===== src/rtl/pll_mdrp_ctrl.sv =====
// Master for the PLLA dynamic reconfiguration port: turns single register read/write
// requests into the serial clear/increment/opcode protocol and optionally relocks the PLL.
module pll_mdrp_ctrl #(
  parameter int HALF_DIV     = 2,
  parameter int RD_LAT       = 1,
  parameter int RST_CYCLES   = 16,
  parameter int LOCK_TIMEOUT = 65535
) (
  input  logic       clk,
  input  logic       resetn,
  input  logic       req_valid,
  output logic       req_ready,
  input  logic       req_write,
  input  logic       req_relock,
  input  logic [6:0] req_addr,
  input  logic [7:0] req_wdata,
  output logic       rsp_valid,
  output logic [7:0] rsp_rdata,
  output logic       rsp_err,
  output logic       mdclk,
  output logic [1:0] mdopc,
  output logic       mdainc,
  output logic [7:0] mdwdi,
  input  logic [7:0] mdrdo,
  output logic       pll_reset,
  input  logic       pll_lock
);

  typedef enum logic [3:0] {
    S_IDLE, S_START, S_CLR, S_INC, S_OP, S_RDWAIT, S_RST, S_LOCKW, S_DONE
  } state_t;

  localparam int              DIV_W    = (HALF_DIV > 1) ? $clog2(HALF_DIV) : 1;
  localparam logic [DIV_W-1:0] DIV_LAST = DIV_W'(HALF_DIV - 1);
  localparam logic [16:0]     RD_LAST  = 17'(RD_LAT - 1);
  localparam logic [16:0]     RST_LAST = 17'(RST_CYCLES - 1);
  localparam logic [16:0]     TO_LIMIT = 17'(LOCK_TIMEOUT);
  localparam logic [16:0]     CNT_MAX  = '1;

  state_t           state, next_state;
  logic [DIV_W-1:0] div_cnt;
  logic             fall_tick, rise_tick;
  logic             wr_q, relock_q;
  logic [6:0]       addr_q;
  logic [7:0]       wdata_q, rdata_q;
  logic [6:0]       cur;
  logic             cur_ok;
  logic [16:0]      wait_cnt;
  logic             lock_meta, lock_sync, lock_to_q, err_q;
  logic             need_clr;

  // mdclk free-runs; steps begin on the clk edge that drives it low.
  always_ff @(posedge clk or negedge resetn) begin
    if (!resetn) begin
      div_cnt <= '0;
      mdclk   <= 1'b0;
    end else if (div_cnt == DIV_LAST) begin
      div_cnt <= '0;
      mdclk   <= ~mdclk;
    end else begin
      div_cnt <= div_cnt + 1'b1;
    end
  end

  assign fall_tick = (div_cnt == DIV_LAST) && mdclk;
  assign rise_tick = (div_cnt == DIV_LAST) && !mdclk;

  always_ff @(posedge clk or negedge resetn) begin
    if (!resetn) begin
      lock_meta <= 1'b0;
      lock_sync <= 1'b0;
    end else begin
      lock_meta <= pll_lock;
      lock_sync <= lock_meta;
    end
  end

  assign need_clr = !cur_ok || (addr_q < cur);

  // NOTE: every variable driven here gets a default first so no latch is inferred.
  always_comb begin
    next_state = state;
    unique case (state)
      S_IDLE:   if (req_valid) next_state = S_START;
      S_START:  if (fall_tick) begin
                  if (need_clr)            next_state = S_CLR;
                  else if (cur == addr_q)  next_state = S_OP;
                  else                     next_state = S_INC;
                end
      S_CLR:    if (fall_tick) next_state = (addr_q == 7'd0) ? S_OP : S_INC;
      S_INC:    if (fall_tick && (cur + 7'd1 == addr_q)) next_state = S_OP;
      S_OP:     if (fall_tick) begin
                  if (wr_q)             next_state = relock_q ? S_RST : S_DONE;
                  else if (RD_LAT == 0) next_state = S_DONE;
                  else                  next_state = S_RDWAIT;
                end
      S_RDWAIT: if (fall_tick && (wait_cnt == RD_LAST)) next_state = S_DONE;
      S_RST:    if (wait_cnt == RST_LAST) next_state = S_LOCKW;
      S_LOCKW:  if (lock_sync || lock_to_q) next_state = S_DONE;
      S_DONE:   next_state = S_IDLE;
      default:  next_state = S_IDLE;
    endcase
  end

  // NOTE: sequential state uses non-blocking assignments only, so every register sees pre-edge values.
  always_ff @(posedge clk or negedge resetn) begin
    if (!resetn) begin
      state     <= S_IDLE;
      wr_q      <= 1'b0;
      relock_q  <= 1'b0;
      addr_q    <= '0;
      wdata_q   <= '0;
      rdata_q   <= '0;
      err_q     <= 1'b0;
      cur       <= '0;
      cur_ok    <= 1'b0;
      wait_cnt  <= '0;
      lock_to_q <= 1'b0;
      mdopc     <= 2'b00;
      mdainc    <= 1'b0;
      mdwdi     <= '0;
      pll_reset <= 1'b0;
    end else begin
      state <= next_state;
      if (state == S_IDLE && req_valid) begin
        wr_q     <= req_write;
        relock_q <= req_write && req_relock;
        addr_q   <= req_addr;
        wdata_q  <= req_wdata;
        rdata_q  <= '0;
        err_q    <= 1'b0;
      end
      if (state == S_CLR && fall_tick) begin
        cur    <= '0;
        cur_ok <= 1'b1;
      end
      if (state == S_INC && fall_tick) cur <= cur + 7'd1;

      // One counter serves read-wait steps, reset hold and lock timeout; it restarts on every state change.
      if (next_state != state)                 wait_cnt <= '0;
      else if (state == S_RDWAIT)              wait_cnt <= fall_tick ? wait_cnt + 17'd1 : wait_cnt;
      else if (wait_cnt != CNT_MAX)            wait_cnt <= wait_cnt + 17'd1;

      // Registered so the timeout decision has the same pipeline depth as the lock synchroniser.
      lock_to_q <= (state == S_LOCKW) && (wait_cnt == TO_LIMIT);
      if (state == S_LOCKW && !lock_sync && lock_to_q) err_q <= 1'b1;

      if (rise_tick && ((state == S_RDWAIT && wait_cnt == RD_LAST) ||
                        (RD_LAT == 0 && state == S_OP && !wr_q)))
        rdata_q <= mdrdo;

      // Port pins decode the upcoming state; step states only change on falling-edge ticks.
      mdopc     <= (next_state == S_CLR) ? 2'b11 :
                   (next_state == S_OP)  ? (wr_q ? 2'b01 : 2'b10) : 2'b00;
      mdainc    <= (next_state == S_INC);
      mdwdi     <= (next_state == S_OP && wr_q) ? wdata_q : 8'h00;
      pll_reset <= (next_state == S_RST);
    end
  end

  assign req_ready = (state == S_IDLE);
  assign rsp_valid = (state == S_DONE);
  assign rsp_rdata = rsp_valid ? rdata_q : 8'h00;
  assign rsp_err   = rsp_valid && err_q;

endmodule


===== config.mk =====
export PLATFORM = sky130hd
export DESIGN_NAME = pll_mdrp_ctrl
export DESIGN_NICKNAME = d
export VERILOG_FILES = /design/src/rtl/pll_mdrp_ctrl.sv
export SDC_FILE = /design/constraint.sdc
export NUM_CORES = 1
export LEC_CHECK = 0
export ABC_AREA = 1
export CAP_MARGIN = 20
export CORE_AREA = 2 2 87 89
export DETAILED_ROUTE_END_ITERATION = 12
export DIE_AREA = 0 0 89 91
export PLACE_DENSITY = 0.85
export SLEW_MARGIN = 20
export SYNTH_ARGS = -nofsm -noshare
export SYNTH_HDL_FRONTEND = slang
export SYNTH_SLANG_ARGS = --single-unit

===== constraint.sdc =====
create_clock -name clk -period 5.49 [get_ports clk]
set_clock_uncertainty 0.1 [all_clocks]
set_input_delay 1.098 -clock clk [delete_from_list [all_inputs] [get_ports clk]]
set_output_delay 1.098 -clock clk [all_outputs]
set_load 0.03 [all_outputs]

==> results of run 1 <==
[final cells by class]
type | count | area [um2] | share of cell area (%)
inverter | 84 | 315 | 6.69
sequential | 72 | 1800 | 38.2
clock inverter | 6 | 91.3 | 1.94
tap | 99 | 124 | 2.63
clock buffer | 10 | 138 | 2.92
timing repair buffer | 53 | 523 | 11.1
multi-input combinational | 331 | 1720 | 36.5
[final timing paths]
check                                     to  slack, ps  cells after the start   startpoint
worst max-delay path            rsp_rdata[0]       1970                      4     state[1]
worst min-delay path               lock_sync        250                      0    lock_meta
worst max register to register   wait_cnt[8]       2830                     13  wait_cnt[0]
worst min register to register     lock_sync        250                      0    lock_meta
max in group asynchronous          lock_to_q       3600                      2       resetn
min in group asynchronous           mdwdi[7]        700                      1       resetn
[critical path, stage by stage, from the launching register on]
cell	delay, ps
dfrtp_1	490
nor2_2	270
nand3_1	330
nor2_1	200
clkdlybuf4s50_1	690
[metal layers]
layer | track usage (%) | part of all wire [%] | vias to the layer above
li1 | - | - | 1671
met1 | 29.3 | 44 | 1579
met2 | 36.9 | 49 | 95
met3 | 3.64 | 3.8 | 23
met4 | 8.33 | 2.5 | 0
met5 | 0 | 0 | -
[sequential cells by signal, summed over array words and instances, names as in the netlist, 2 cells and up]
name,flops
addr_q,7
cur,7
mdopc,2
mdwdi,8
rdata_q,8
state,4
wait_cnt,17
wdata_q,8
[where the power goes]
group / total, mW / switching [mW] / internal [mW]
Clock: 0.479 / 0.209 / 0.271
Sequential: 0.535 / 0.00103 / 0.534
Combinational: 0.0354 / 0.0161 / 0.0193
Total: 1.05 / 0.226 / 0.823
[logic make-up (layout without fill, tap and decap cells)]
logic type      Yosys count  count (layout)  synth area share, %
compound gates           48              48                 6.86
flops                    72              72                 46.6
buf+inv                  89             153                 8.86
fa+ha+maj                12              12                 3.88
xor+xnor                 11              11                 2.49
simple gates            260             260                 31.3
[placed cells by master, fill, tap and decap left out, types with 6 or more instances in the layout]
master / Yosys / final
nor2_2: 14 / 14
a21oi_1: 7 / 7
inv_2: 6 / 6
nand3_1: 41 / 41
nand2_1: 106 / 106
nor2_1: 65 / 65
nand4_1: 7 / 7
xor2_1: 10 / 10
ha_1: 12 / 12
clkbuf_8: 0 / 10
o21ai_0: 25 / 25
clkdlybuf4s50_1: 0 / 51
nand2_2: 6 / 6
o22ai_1: 14 / 14
dfrtp_1: 72 / 72
inv_1: 78 / 78
[per-stage QoR]
step	setup slack (ps)	area, um2
2_1_floorplan	2890	3870
3_3_place_gp	2410	4490
3_5_place_dp	2300	4490
4_1_cts	1940	4720
5_1_grt	1800	4720
6_report	1970	4720
==> flow_summary_export.csv, run 1 <==
group,metric,value,unit
pwr,p_per_area,222,nW/um2
routing,drt_wl_total,8370,um
die,initial_core_util,54.2,%
run_status,outcome,"complete, no violations",
clock_tree,clk_path_buf_depth,2,
layout,fillCellCount,604,
layout,final_cells,655,
layout,finalNetCount,592,
routing,first_iter_violations,208,
logic_synthesis,synth_top_area_share,46.6,%
sta,setup_viol,0,
die,die_area,8100,um2
clock_tree,cts_tree,"built",
min_path,hold_path_class,"reg2reg",
pwr,total_power,1.05,mW
die,io_pins,53,
routing,wl_per_cell,12.8,um
logic_synthesis,ys_ff_latch,72,
sta,maxSlewViolCount,0,
critical_path,arrival,2320,ps
logic_synthesis,synthTopCellsByCount,"106 x nand2_1, 78 x inv_1, 72 x dfrtp_1, 65 x nor2_1, 41 x nand3_1",
routing,remaining_drc_errors,0,
clock_tree,htree_levels,3,
logic_synthesis,synth.most_common_cell,"nand2_1",
layout,antenna-diode-count,0,
routing,first_pass_iters,4,
sta,tightest_slew,877,ps
logic_synthesis,synth_ff_type,"dfrtp_1",
routing,vias,3368,
sta,fin_crit,3520,ps
clock_tree,clock-sinks,72,
routing,vias_per_cell,5.14,
critical_path,path_class,"reg2out",
global_routing,grt_max_degree,41,
pwr,vdd_drop_max,0.000142,V
critical_path,worstPathMaxFanout,10,
clock_tree,cts_resized,0,
routing,ant_nets,0,
place,place_congestion,0.881,
sta,max_slew_margin,41.5,%
sta,hold_ws,252,ps
logic_synthesis,synth-async-reset-ratio,100,%
die,die_h,91,um
layout,area_growth,21.9,%
die,row_count,31,
global_routing,grt_pass1_vias,3192,
clock_tree,cts_root_buf,"clkbuf_8",
logic_synthesis,syn_avg_cell_area,7.86,um2
layout,drive_above_1_share,10.4,%
clock_tree,path_clk_slew,80,ps
critical_path,cp.required,4290,ps
clock_tree,post_cts.repair.setup_buffers,0,
logic_synthesis,synthesis.nets,533,
die,core_area,7140,um2
sta,finalCritPeriodShare,64.1,%
sta,rsz0062_at_grt,"false",
logic_synthesis,synth-edff-count,0,
logic_synthesis,synth_warnings,0,
place,hpwl,6180,um
run,maxCapViolCount,0,
logic_synthesis,netlist_instances,492,
critical_path,end_kind,"output port",
clock_tree,worstSkewPairLatency,350,ps
sta,finalSetupTns,0,ps
logic_synthesis,synth_seq_area_share,46.6,%
layout,final_util,66.1,%
clock_tree,postCtsHoldBufs,0,
global_routing,antenna_found_initial,0,
sta,clock.fmax,0.284,GHz
logic_synthesis,yosysTopAreaCell,"dfrtp_1",
logic_synthesis,ys_types,33,
pwr,power_leakage,2.40,nW
place,port_buffers,52,
logic_synthesis,synth_top_cells_by_area,"dfrtp_1 47%, nand2_1 10%, inv_1 7.6%",
global_routing,track_usage,22.4,%
place,placed_cells,639,
logic_synthesis,netlist_area,3870,um2
critical_path,cp-start-kind,"flop",
global_routing,grt-ovfl-total,0,
sta,final-hold-violation-count,0,
global_routing,grt_pass1_wl,14300,um
clock_tree,numCtsBuffers,9,
die,die_w,89,um
Power figures use the tool's default switching activity.
==> run 2, diff against run 1 <==
==> constraint.sdc (replaced) <==
create_clock -name clk -period 3.52 [get_ports clk]
set_clock_uncertainty 0.1 [all_clocks]
set_input_delay 0.704 -clock clk [delete_from_list [all_inputs] [get_ports clk]]
set_output_delay 0.704 -clock clk [all_outputs]
set_load 0.03 [all_outputs]
==> flow_summary_export.csv, run 2 (same netlist as run 1, synthesis figures left out) <==
group,metric,value,unit
clock_tree,cts_root_buf,"clkbuf_8",
layout,layout_common_cells,"106 x nand2_1, 78 x inv_1, 72 x dfrtp_1",
clock_tree,htree_levels,3,
sta,tightest_slew,883,ps
layout,final_cells,656,
global_routing,track_usage,22.9,%
global_routing,grt_pass1_vias,3328,
pwr,vdd_drop_max,0.000309,V
critical_path,arrival,2350,ps
global_routing,grt_max_degree,36,
clock_tree,path_clk_slew,80,ps
global_routing,grt_pass1_wl,14600,um
sta,maxSlewViolCount,0,
sta,final-hold-violation-count,0,
routing,vias_per_cell,5.05,
die,core_area,7140,um2
place,hpwl,6210,um
routing,remaining_drc_errors,0,
sta,finalSetupTns,0,ps
clock_tree,clk_path_buf_depth,2,
layout,final_util,66.1,%
die,die_h,91,um
clock_tree,clock-sinks,72,
routing,vias,3316,
critical_path,cp-start-kind,"flop",
critical_path,path_class,"reg2out",
sta,hold_ws,258,ps
die,io_pins,53,
clock_tree,worstSkewPairLatency,350,ps
critical_path,cp.required,2720,ps
min_path,hold_path_class,"reg2reg",
layout,layout.cells.most_common,"nand2_1",
die,initial_core_util,54.2,%
layout,finalNetCount,593,
die,row_count,31,
sta,finalCritPeriodShare,89.5,%
place,placed_cells,640,
routing,first_iter_violations,268,
layout,drive_above_1_share,10.4,%
global_routing,antenna_found_initial,0,
routing,first_pass_iters,5,
run,maxCapViolCount,0,
sta,fin_crit,3150,ps
clock_tree,post_cts.repair.setup_buffers,0,
die,die_area,8100,um2
sta,clock.fmax,0.317,GHz
place,place_congestion,0.894,
pwr,total_power,1.61,mW
sta,max_slew_margin,41.1,%
run_status,outcome,"complete, no violations",
layout,fillCellCount,626,
global_routing,grt-ovfl-total,0,
die,die_w,89,um
routing,drt_wl_total,8450,um
routing,wl_per_cell,12.9,um
clock_tree,postCtsHoldBufs,0,
place,port_buffers,52,
critical_path,worstPathMaxFanout,10,
layout,area_growth,21.9,%
routing,ant_nets,0,
sta,setup_viol,0,
pwr,power_leakage,2.40,nW
pwr,p_per_area,342,nW/um2
critical_path,end_kind,"output port",
sta,rsz0062_at_grt,"false",
clock_tree,cts_resized,0,
clock_tree,numCtsBuffers,9,
clock_tree,cts_tree,"built",
layout,largest_reg_flops,17,
layout,top_register,"wait_cnt",
layout,antenna-diode-count,0,
## run 2: final timing paths
check	start	to	slack, ps	cells past startpoint
max in group asynchronous	resetn	mdwdi[2]	2230	2
max reg2reg	wait_cnt[0]	wait_cnt[14]	930	14
max	state[1]	rsp_rdata[4]	370	4
min reg2reg	lock_meta	lock_sync	260	0
min in group asynchronous	resetn	mdwdi[6]	320	1
min	lock_meta	lock_sync	260	0
## run 2: final cells by class
| type | count | area, um2 | area share [%] |
|---|---|---|---|
| flip-flops and latches | 72 | 1800 | 38.2 |
| multi-input cells | 331 | 1720 | 36.5 |
| well taps | 99 | 124 | 2.63 |
| inverters | 84 | 315 | 6.69 |
| repair buffers | 54 | 531 | 11.2 |
| clock buffers | 11 | 141 | 3.00 |
| clock inverters | 5 | 80.1 | 1.70 |
## run 2: critical path, stage by stage, from the launching register on
cell	delay, ps
dfrtp_1	500
nor2_2	280
nand3_1	330
nor2_1	190
clkdlybuf4s50_1	700
## run 2: stage by stage
stage	area, um2	worst slack (ps)
floorplan	3870	1230
global placement	4490	838
CTS	4720	364
detailed placement	4490	744
finish	4720	369
global route	4720	220
## run 2: power breakdown
| group | internal, mW | switching (mW) | total (mW) |
|---|---|---|---|
| clock network | 0.417 | 0.307 | 0.724 |
| logic | 0.0309 | 0.0250 | 0.0559 |
| registers | 0.832 | 0.00173 | 0.834 |
| total | 1.28 | 0.334 | 1.61 |
## run 2: routing by layer
layer | up-vias | share of wire [%] | track usage [%]
met3 | 13 | 4.4 | 3.09
met5 | - | 0 | 0
met2 | 83 | 50 | 37.4
met4 | 0 | 1.7 | 9.45
li1 | 1675 | - | -
met1 | 1545 | 44 | 30.3
==> run 3, diff against run 2 <==
--- a/config.mk
+++ b/config.mk
@@ -11,7 +11,6 @@
 export DETAILED_ROUTE_END_ITERATION = 12
 export DIE_AREA = 0 0 89 91
 export PLACE_DENSITY = 0.85
-export SLEW_MARGIN = 20
 export SYNTH_ARGS = -nofsm -noshare
 export SYNTH_HDL_FRONTEND = slang
 export SYNTH_SLANG_ARGS = --single-unit
==> results of run 3 <==
Same layout as run 2: the final DEF is identical, and so are final timing and power.
